`src/rtl/seq_adder_pkg.sv`:
```
// Shared types for the sequential adder/subtractor.
// Latency: n/a (types and elaboration helpers only).
// Backpressure: n/a.
//
// Contents: FSM state encoding, operation encoding, index width helper.
package seq_adder_pkg;

  // Control FSM states: IDLE accepts operands, BUSY walks the slices,
  // DONE presents the result until the consumer takes it.
  typedef enum logic [1:0] {
    IDLE = 2'd0,
    BUSY = 2'd1,
    DONE = 2'd2
  } state_e;

  // Operation select as carried on sub_i.
  typedef enum logic {
    OP_ADD = 1'b0,
    OP_SUB = 1'b1
  } op_e;

  // Width of an index/select able to address 'count' items, never below 1
  // so single-item cases still get a legal one-bit register.
  function automatic int sel_width(input int count);
    return (count > 1) ? $clog2(count) : 1;
  endfunction

endpackage

```
`src/rtl/adder_slice.sv`:
```
// CHUNK-bit combinational adder: one slice of the sequential datapath.
// Latency: purely combinational, zero cycles.
// Backpressure: none; evaluated every cycle on whatever slice is selected.
//
// Ports:
//   a, b   : slice operands (b already inverted by the caller for subtract)
//   cin    : carry into bit 0 of the slice
//   sum    : slice result
//   cout   : carry out of the slice's top bit
//   c_msb  : carry into the slice's top bit (feeds signed-overflow detection)
module adder_slice #(
  parameter int CHUNK = 8
) (
  input  logic [CHUNK-1:0] a,
  input  logic [CHUNK-1:0] b,
  input  logic             cin,
  output logic [CHUNK-1:0] sum,
  output logic             cout,
  output logic             c_msb
);

  logic [CHUNK:0] total;

  // One extra bit of headroom captures the carry out of the slice.
  assign total = {1'b0, a} + {1'b0, b} + (CHUNK + 1)'(cin);
  assign sum   = total[CHUNK-1:0];
  assign cout  = total[CHUNK];

  // The top sum bit is a ^ b ^ carry-in at that position, so the carry into
  // the MSB can be recovered without building an explicit ripple chain.
  assign c_msb = sum[CHUNK-1] ^ a[CHUNK-1] ^ b[CHUNK-1];

endmodule

```
`src/rtl/seq_adder.sv`:
```
// Sequential WIDTH-bit add/subtract with carry-in, CHUNK bits per clock.
// Latency: valid_o rises WIDTH/CHUNK edges after the input handshake edge.
// Backpressure: result held in DONE until ready_i; ready_o only in IDLE.
//
// Ports:
//   clk_i, rst_ni     : clock (rising edge), synchronous active-low reset
//   valid_i / ready_o : operand handshake (ready_o decoded from state only)
//   a_i, b_i          : operands
//   cin_i             : carry-in for add, borrow-in for subtract
//   sub_i             : 0 = a + b + cin, 1 = a - b - cin
//   valid_o / ready_i : result handshake
//   sum_o             : result modulo 2^WIDTH
//   cout_o            : carry-out; for subtract 1 means no borrow
//   ovf_o             : two's-complement signed overflow
module seq_adder
  import seq_adder_pkg::*;
#(
  parameter int WIDTH = 32,
  parameter int CHUNK = 8
) (
  input  logic             clk_i,
  input  logic             rst_ni,
  input  logic             valid_i,
  output logic             ready_o,
  input  logic [WIDTH-1:0] a_i,
  input  logic [WIDTH-1:0] b_i,
  input  logic             cin_i,
  input  logic             sub_i,
  output logic             valid_o,
  input  logic             ready_i,
  output logic [WIDTH-1:0] sum_o,
  output logic             cout_o,
  output logic             ovf_o
);

  localparam int NSLICES = WIDTH / CHUNK;
  localparam int IDXW    = sel_width(NSLICES);
  localparam int BASEW   = sel_width(WIDTH);
  localparam logic [IDXW-1:0] LAST_IDX = IDXW'(NSLICES - 1);

  // Reject parameter sets that would leave bits unprocessed.
  if (WIDTH < 1 || CHUNK < 1 || CHUNK > WIDTH || (WIDTH % CHUNK) != 0) begin : g_bad_params
    $error("seq_adder: WIDTH must be a positive multiple of CHUNK, 1 <= CHUNK <= WIDTH");
  end

  // ------------------------------------------------------------------
  // State
  // ------------------------------------------------------------------
  state_e           state_q, state_d;
  logic [IDXW-1:0]  idx_q,   idx_d;
  logic [WIDTH-1:0] a_q,     a_d;
  logic [WIDTH-1:0] b_q,     b_d;     // holds ~b for subtract
  logic [WIDTH-1:0] sum_q,   sum_d;
  logic             carry_q, carry_d; // running carry between slices
  logic             cout_q,  cout_d;
  logic             ovf_q,   ovf_d;

  // ------------------------------------------------------------------
  // Slice datapath: a single adder shared by all slices, selected by idx
  // ------------------------------------------------------------------
  op_e              op;
  logic             in_hs;
  logic [BASEW-1:0] base;
  logic [CHUNK-1:0] slice_a;
  logic [CHUNK-1:0] slice_b;
  logic [CHUNK-1:0] slice_sum;
  logic             slice_cout;
  logic             slice_cmsb;

  assign op    = op_e'(sub_i);
  assign in_hs = valid_i && ready_o;

  // Bit offset of the current slice; always < WIDTH so the truncation is safe.
  assign base = BASEW'(32'(idx_q) * 32'(CHUNK));

  assign slice_a = a_q[base +: CHUNK];
  assign slice_b = b_q[base +: CHUNK];

  adder_slice #(
    .CHUNK (CHUNK)
  ) u_slice (
    .a     (slice_a),
    .b     (slice_b),
    .cin   (carry_q),
    .sum   (slice_sum),
    .cout  (slice_cout),
    .c_msb (slice_cmsb)
  );

  // ------------------------------------------------------------------
  // Next-state logic
  // ------------------------------------------------------------------
  always_comb begin
    state_d = state_q;
    idx_d   = idx_q;
    a_d     = a_q;
    b_d     = b_q;
    sum_d   = sum_q;
    carry_d = carry_q;
    cout_d  = cout_q;
    ovf_d   = ovf_q;

    unique case (state_q)
      IDLE: begin
        if (in_hs) begin
          // Subtract is a + ~b + ~borrow: a - b - cin in two's complement.
          a_d     = a_i;
          b_d     = (op == OP_SUB) ? ~b_i : b_i;
          carry_d = (op == OP_SUB) ? ~cin_i : cin_i;
          idx_d   = '0;
          state_d = BUSY;
        end
      end

      BUSY: begin
        sum_d[base +: CHUNK] = slice_sum;
        carry_d              = slice_cout;
        if (idx_q == LAST_IDX) begin
          // The last slice holds the word MSB, so its carries decide ovf.
          cout_d  = slice_cout;
          ovf_d   = slice_cmsb ^ slice_cout;
          state_d = DONE;
        end else begin
          idx_d = idx_q + 1'b1;
        end
      end

      DONE: begin
        if (ready_i) begin
          state_d = IDLE;
        end
      end

      default: begin
        state_d = IDLE;
      end
    endcase
  end

  // ------------------------------------------------------------------
  // Registers
  // ------------------------------------------------------------------
  always_ff @(posedge clk_i) begin
    if (!rst_ni) begin
      state_q <= IDLE;
      idx_q   <= '0;
      a_q     <= '0;
      b_q     <= '0;
      sum_q   <= '0;
      carry_q <= 1'b0;
      cout_q  <= 1'b0;
      ovf_q   <= 1'b0;
    end else begin
      state_q <= state_d;
      idx_q   <= idx_d;
      a_q     <= a_d;
      b_q     <= b_d;
      sum_q   <= sum_d;
      carry_q <= carry_d;
      cout_q  <= cout_d;
      ovf_q   <= ovf_d;
    end
  end

  // ------------------------------------------------------------------
  // Outputs: handshakes decoded from state only, results straight from flops
  // ------------------------------------------------------------------
  assign ready_o = (state_q == IDLE);
  assign valid_o = (state_q == DONE);
  assign sum_o   = sum_q;
  assign cout_o  = cout_q;
  assign ovf_o   = ovf_q;

endmodule
```
`config.mk`:
```
export PLATFORM = sky130hd
export DESIGN_NAME = seq_adder
export DESIGN_NICKNAME = d
export VERILOG_FILES = /design/src/rtl/seq_adder_pkg.sv /design/src/rtl/adder_slice.sv /design/src/rtl/seq_adder.sv
export SDC_FILE = /design/constraint.sdc
export NUM_CORES = 1
export LEC_CHECK = 0
export CAP_MARGIN = 20
export CORE_MARGIN = 2
export CORE_UTILIZATION = 25
export CTS_BUF_LIST = sky130_fd_sc_hd__clkbuf_16
export CTS_CLUSTER_DIAMETER = 100
export DETAILED_ROUTE_END_ITERATION = 10
export PLACE_DENSITY_LB_ADDON = 0.08
export SLEW_MARGIN = 20
export SYNTH_ARGS = -nofsm -noshare
export SYNTH_HDL_FRONTEND = slang
export SYNTH_SLANG_ARGS = --single-unit
```
`constraint.sdc`:
```
create_clock -name clk_i -period 3.2 [get_ports clk_i]
set_clock_uncertainty 0.15 [all_clocks]
set_input_delay 0.64 -clock clk_i [delete_from_list [all_inputs] [get_ports clk_i]]
set_output_delay 0.64 -clock clk_i [all_outputs]
set_load 0.03 [all_outputs]
```
======== Word-level counts from Yosys, hierarchy flattened ========
Index checks and enable logic that the tools add are counted.
W data, S select, Z words.
storage, ports and cells
  flip-flop bits (word level) ............. 103
  latch bits .............................. 0
  bits in writable memories ............... 0
  memory bits (read-only) ................. 0
  input port bits ......................... 70
  output and inout bits ................... 36
  logic and storage cells ................. 48
  memories ................................ 0
cells by class
  add/sub/neg operators ................... 4
  $mul .................................... 0
  divide/modulo/power cells ............... 0
  magnitude comparators ................... 0
  equality and inequality tests ........... 7
  shift operators ......................... 4
  muxes and demuxes ....................... 12
  bitwise operators ....................... 5
  reduce and logical (&&, ||, !) cells .... 8
operator list
  cell                      number
  $shiftx A32 B6 Y8         2
  $bwmux W32                1
  $mux W32                  1
  $not A32 Y32              1
  $shift A8 B7 Y32 const A  1
  $shiftx A8 B7 Y32         1
  $mux W2                   5
  $add A8 B8 Y9             1
  $add A9 B1 Y9             1
  $neg A5 Y7                1
  $pmux W2 S3               1
  $reduce_and A2 Y1         3
  $reduce_and A3 Y1         2
  $eq A2 B2 Y1 const B      2
  $ne A2 B1 Y1 const B      2
  $ne A2 B2 Y1 const B      2
  $pmux W2 S2               1
  $xor A1 B1 Y1             3
  $add A2 B1 Y2 const B     1
  $eq A2 B1 Y1 const B      1
  $logic_not A2 Y1          1
  $mux W1                   2
  $pmux W1 S2               1
  $reduce_bool A2 Y1        1
  2 further kinds           2

======== Logic depth before layout (Yosys ltp) ========
Gate-level depths: netlist of the first run.
  depth after elaboration ................. 6
  depth in mapped cells ................... 11
  depth with buffers taken out ............ 9

======== Modules after synthesis ========
A second synthesis of the first run with hierarchy kept.
unflattened totals
  cell total of the unflattened synthesis .. 514
  area total of the unflattened synthesis .. 4952.2 um^2
by module, submodules not included
  module       times used  cells an instance  area each (um^2)  sequential area each (um^2)
  seq_adder    1           470                4575.6            2062.0
  adder_slice  1           44                 376.6             0.0

======== Least setup slack after synthesis of the first run ========
OpenSTA, ideal clock, no wires.
  kind .................................... reg2reg
  from .................................... register idx_q[0]
  to ...................................... register ovf_q, in the netlist ovf_o
  setup time .............................. 0.128 ns
  data arrival time ....................... 3.158 ns
  data required time ...................... 2.922 ns
  slack ................................... -0.236 ns
  stages on the path, launching flop included .. 11
  buffers on the path ..................... 1
  period minus slack after synthesis ...... 3.436 ns
  cells stage by stage .................... dfxtp_1 -> buf_2 -> mux4_2 -> fa_1 -> fa_1 -> a211oi_1 -> o21ai_1 -> a31oi_1 -> xnor2_1 -> xnor2_1 -> a21oi_1
between the ends
  longest elaborated chain between the ends .. 6
  elaborated cells on any way between the ends .. 9
  those cells by class .................... 2 x add/sub; 1 x eq/ne; 2 x shift; 3 x bitwise; 1 x reduce/logical
ends and longest elaborated chain
  element                               line                              RTL
  start: declaration                    seq_adder.sv:50                   logic [IDXW-1:0] idx_q, idx_d;
  start signal: assignment              seq_adder.sv:155                  idx_q <= idx_d;
  $shiftx A32 B6 Y8 (on tied branches)  seq_adder.sv:76, seq_adder.sv:77
  $add A8 B8 Y9                         adder_slice.sv:25                 assign total = {1'b0, a} + {1'b0, b} + (CHUNK + 1)'(cin);
  $add A9 B1 Y9                         adder_slice.sv:25
  $xor A1 B1 Y1 (2 in a row)            adder_slice.sv:31                 assign c_msb = sum[CHUNK-1] ^ a[CHUNK-1] ^ b[CHUNK-1];
  $xor A1 B1 Y1                         seq_adder.sv:121                  ovf_d = slice_cmsb ^ slice_cout;
  end signal: assignment                seq_adder.sv:161                  ovf_q <= ovf_d;
  end: declaration                      seq_adder.sv:56                   logic ovf_q, ovf_d;
Several ways; a longest one is shown, not always the timed one.
A chain may end at the register's enable or synchronous reset.

======== Final worst setup path of the first run ========
  from .................................... register idx_q[0]
  to ...................................... register carry_q
between the ends
  longest elaborated chain between the ends .. 4
  elaborated cells on any way between the ends .. 5
  those cells by class .................... 2 x add/sub; 2 x shift; 1 x mux
ends and longest elaborated chain
  element                               line                              RTL
  $shiftx A32 B6 Y8 (on tied branches)  seq_adder.sv:76, seq_adder.sv:77
  $add A8 B8 Y9 *                       adder_slice.sv:25
  $add A9 B1 Y9 *                       adder_slice.sv:25
  $pmux W1 S2 *                         seq_adder.sv:103                  unique case (state_q)
  end signal: assignment                seq_adder.sv:159                  carry_q <= carry_d;
  end: declaration                      seq_adder.sv:54                   logic carry_q, carry_d;
Every way passes the cells marked *; elsewhere a longest branch is shown, timed or not.

==> impl_metrics.toml, run 1 <==
[grt]
initial_antenna_violation_count = 0
grt_max_degree = 46
globalRouteTotalUtil = 0.136
globalRoute.totalOverflow = 0
grt_first_pass_wirelength_mm = 21.5
first_global_vias = 3865

[clock_tree]
cts_max_path_bufs = 2
tritoncts = "done"
clk_pin_slew_worst_paths_ps = 70
cts-buffers-inserted = 9
h_tree_level_count = 3
cts_root_buf = "clkbuf_16"
clock-sinks = 103
clk-insertion-delay-late_ps = 350

[timing]
timing.final.setup_violations = 0
timing_hold_violations_final = 0
finalSetupTns_ps = 0
maxSlewViolCount = 0
grt_setup_unrepaired = "no"
period_minus_slack_ps = 3080
fmax_mhz = 324
max_slew_margin = 0.431
finalCritPeriodShare = 0.964
max_slew.worst_pin.slew_ps = 853

[placed_design]
dp_hpwl_mm = 10.2
place_congestion = 0.766
numPortBuffers = 105

[synthesis]
syn_std_cell_area_um2 = 4950
post-synth-top-area-fraction = 0.416
syn_area_per_cell_um2 = 9.90
synth_ff_type = "dfxtp_1"
netlist_instances = 500
synth-edff-count = 0
synth.ff_latch_count = 103
synth.top_cells.by_count = "nand2_1 (106), dfxtp_1 (103), xnor2_1 (39), nor2b_1 (33), o211a_1 (33)"
ys_seq_area_frac = 0.416
post-synth-top-count-cell = "nand2_1"
synth_cell_types = 39
synth_nets = 585
async_flop_share = 0
netlist.top_cell.by_area = "dfxtp_1"
biggest_area_contributors_in_the_synthesized_netlist = "dfxtp_1 (42%), nand2_1 (8.0%), xnor2_1 (6.9%)"
yosys_warns = 0

[setup_path]
worst_setup_path_end = "carry_q"
worst_r2r_endpoint = "carry_q"
reg2reg_depth = 9
critical_path_required_ps = 3290
critPathKind = "reg -> reg"
arrival_ps = 3180
cp-startpoint = "idx_q[0]"
maximum_fanout_count_along_the_critical_path = 5
crit-reg2reg-launch = "idx_q[0]"
regToRegSetupSlack_ps = 120
cp-end-kind = "register"
critical_path_start_type = "register"

[die]
core_area_um2 = 19500
boundaryPins = 106
num_rows = 51
die-area_um2 = 21000
die-height_um = 145
initial_util = 0.254
die_w_um = 145

[cells_and_area]
areaGrowthSynthToFinish_pct = 34.8
multi_input_area_um2 = 2750
diodes = 0
layout.area.seq_um2 = 2070
final_layout_size_suffix_gt1_frac = 0.0990
nNetsFinal = 686
fillCellCount = 1988

[routing]
routed_via_density = 4.46
routedWlPerCell_um = 15.7
initialDrtViolationCount = 209
vias = 3881
firstDrtPassIters = 4
routed_wl_mm = 13.7
route.antenna.remaining_nets = 0
drc = 0

[power]
cellPowerDensity_nw_per_um2 = 460
power_leakage_nw = 2.68
peakVddDrop_uv = 238
total_power_w = 0.00307

[run]
max_capacitance_violation_total = 0

[run_status]
result_of_the_run = "completed"

[worst_hold_path]
min-delay-path-class = "reg -> reg"
cells by family (layout without fill, tap and decap cells):
logic type | Yosys count | in the layout | share of synthesized area
mux | 17 | 17 | 0.0786
fa+ha+maj | 15 | 15 | 0.0409
simple gates | 164 | 164 | 0.163
compound gates | 121 | 121 | 0.195
flops | 103 | 103 | 0.416
xor+xnor | 41 | 41 | 0.0725
buf+inv | 39 | 145 | 0.0331
state kept, by name, summed over array words and instances, names as in the netlist:
signal,count
b_q,32
idx_q,2
sum_o,32
carry_q,1
a_q,32
state_q,2
cout_o,1
ovf_o,1
routing by layer:
layer  up-vias  share of wire  track usage
met5         -              0            0
met3        11          0.054       0.0270
li1       1958              -            -
met2        88           0.44        0.204
met4         0          0.013       0.0460
met1      1824           0.49        0.194
placed cells by master, fill, tap and decap left out, types with 2 or more instances in the layout:
| master | instances |
|---|---|
| buf_2 | 2 |
| nand3_1 | 9 |
| nand2b_1 | 3 |
| nor2b_1 | 33 |
| buf_12 | 3 |
| a21o_1 | 2 |
| a211oi_1 | 2 |
| nor2_1 | 3 |
| a22oi_1 | 28 |
| xnor2_1 | 39 |
| a21boi_0 | 32 |
| o21ai_0 | 3 |
| dfxtp_1 | 101 |
| xor2_1 | 2 |
| mux4_2 | 11 |
| mux4_1 | 5 |
| o21bai_1 | 3 |
| a21oi_1 | 9 |
| nand2_1 | 106 |
| nor3_1 | 2 |
| clkdlybuf4s50_1 | 103 |
| buf_4 | 17 |
| inv_1 | 3 |
| clkinv_4 | 2 |
| clkinv_1 | 3 |
| ha_1 | 13 |
| nor4b_4 | 3 |
| clkbuf_16 | 9 |
| o21ai_1 | 2 |
| o211a_1 | 33 |
worst min path at each step:
stage | start | end | depth (start not counted)
2_1_floorplan | a_q[15] | a_q[15] | 2
3_3_place_gp | a_q[17] | a_q[17] | 2
3_5_place_dp | a_q[18] | a_q[18] | 2
4_1_cts | a_q[18] | a_q[18] | 2
5_1_grt | a_q[22] | a_q[22] | 2
6_report | a_q[17] | a_q[17] | 2
what timing repair did:
item                       CTS  global route
buffers inserted             0             3
hold buffers                 0             0
resized for setup            0             4
setup endpoints to repair    0            13
power by group:
group	internal, W	switching, W
logic	0.000292	0.000296
clock network	0.000600	0.000491
registers	0.00135	0.0000410
final cells by class:
cell class	count	area share
inverters	4	0.00225
repair buffers	125	0.184
well taps	265	0.0497
flip-flops and latches	103	0.310
clock inverters	7	0.00956
multi-input cells	358	0.411
clock buffers	9	0.0337
worst max-delay path, stage by stage, from the launching register on:
cell,delay [ps]
dfxtp_4,390
mux4_2,520
fa_1,470
fa_2,390
a211oi_2,280
o21ai_1,130
a31oi_2,240
buf_4,150
o221ai_1,100
and2_1,170
stage by stage:
stage	cell area, um2	instances	hold WS, ps	util	setup slack (ps)
global route	6680	871	339	0.343	9.91
detailed placement	6350	852	306	0.327	55.4
floorplan	4970	500	289	-	48.9
CTS	6640	868	316	0.341	29.3
finish	6680	871	314	0.343	116
global placement	6350	852	302	0.327	91.1
(Power assumes the default switching activity.)
==> run 2: changes to the inputs <==
--- a/config.mk
+++ b/config.mk
@@ -5,6 +5,7 @@
 export SDC_FILE = /design/constraint.sdc
 export NUM_CORES = 1
 export LEC_CHECK = 0
+export ABC_CLOCK_PERIOD_IN_PS = 3200
 export CAP_MARGIN = 20
 export CORE_MARGIN = 2
 export CORE_UTILIZATION = 25
==> results of run 2 <==
No change in the layout: final DEF, timing and power equal those of run 1.
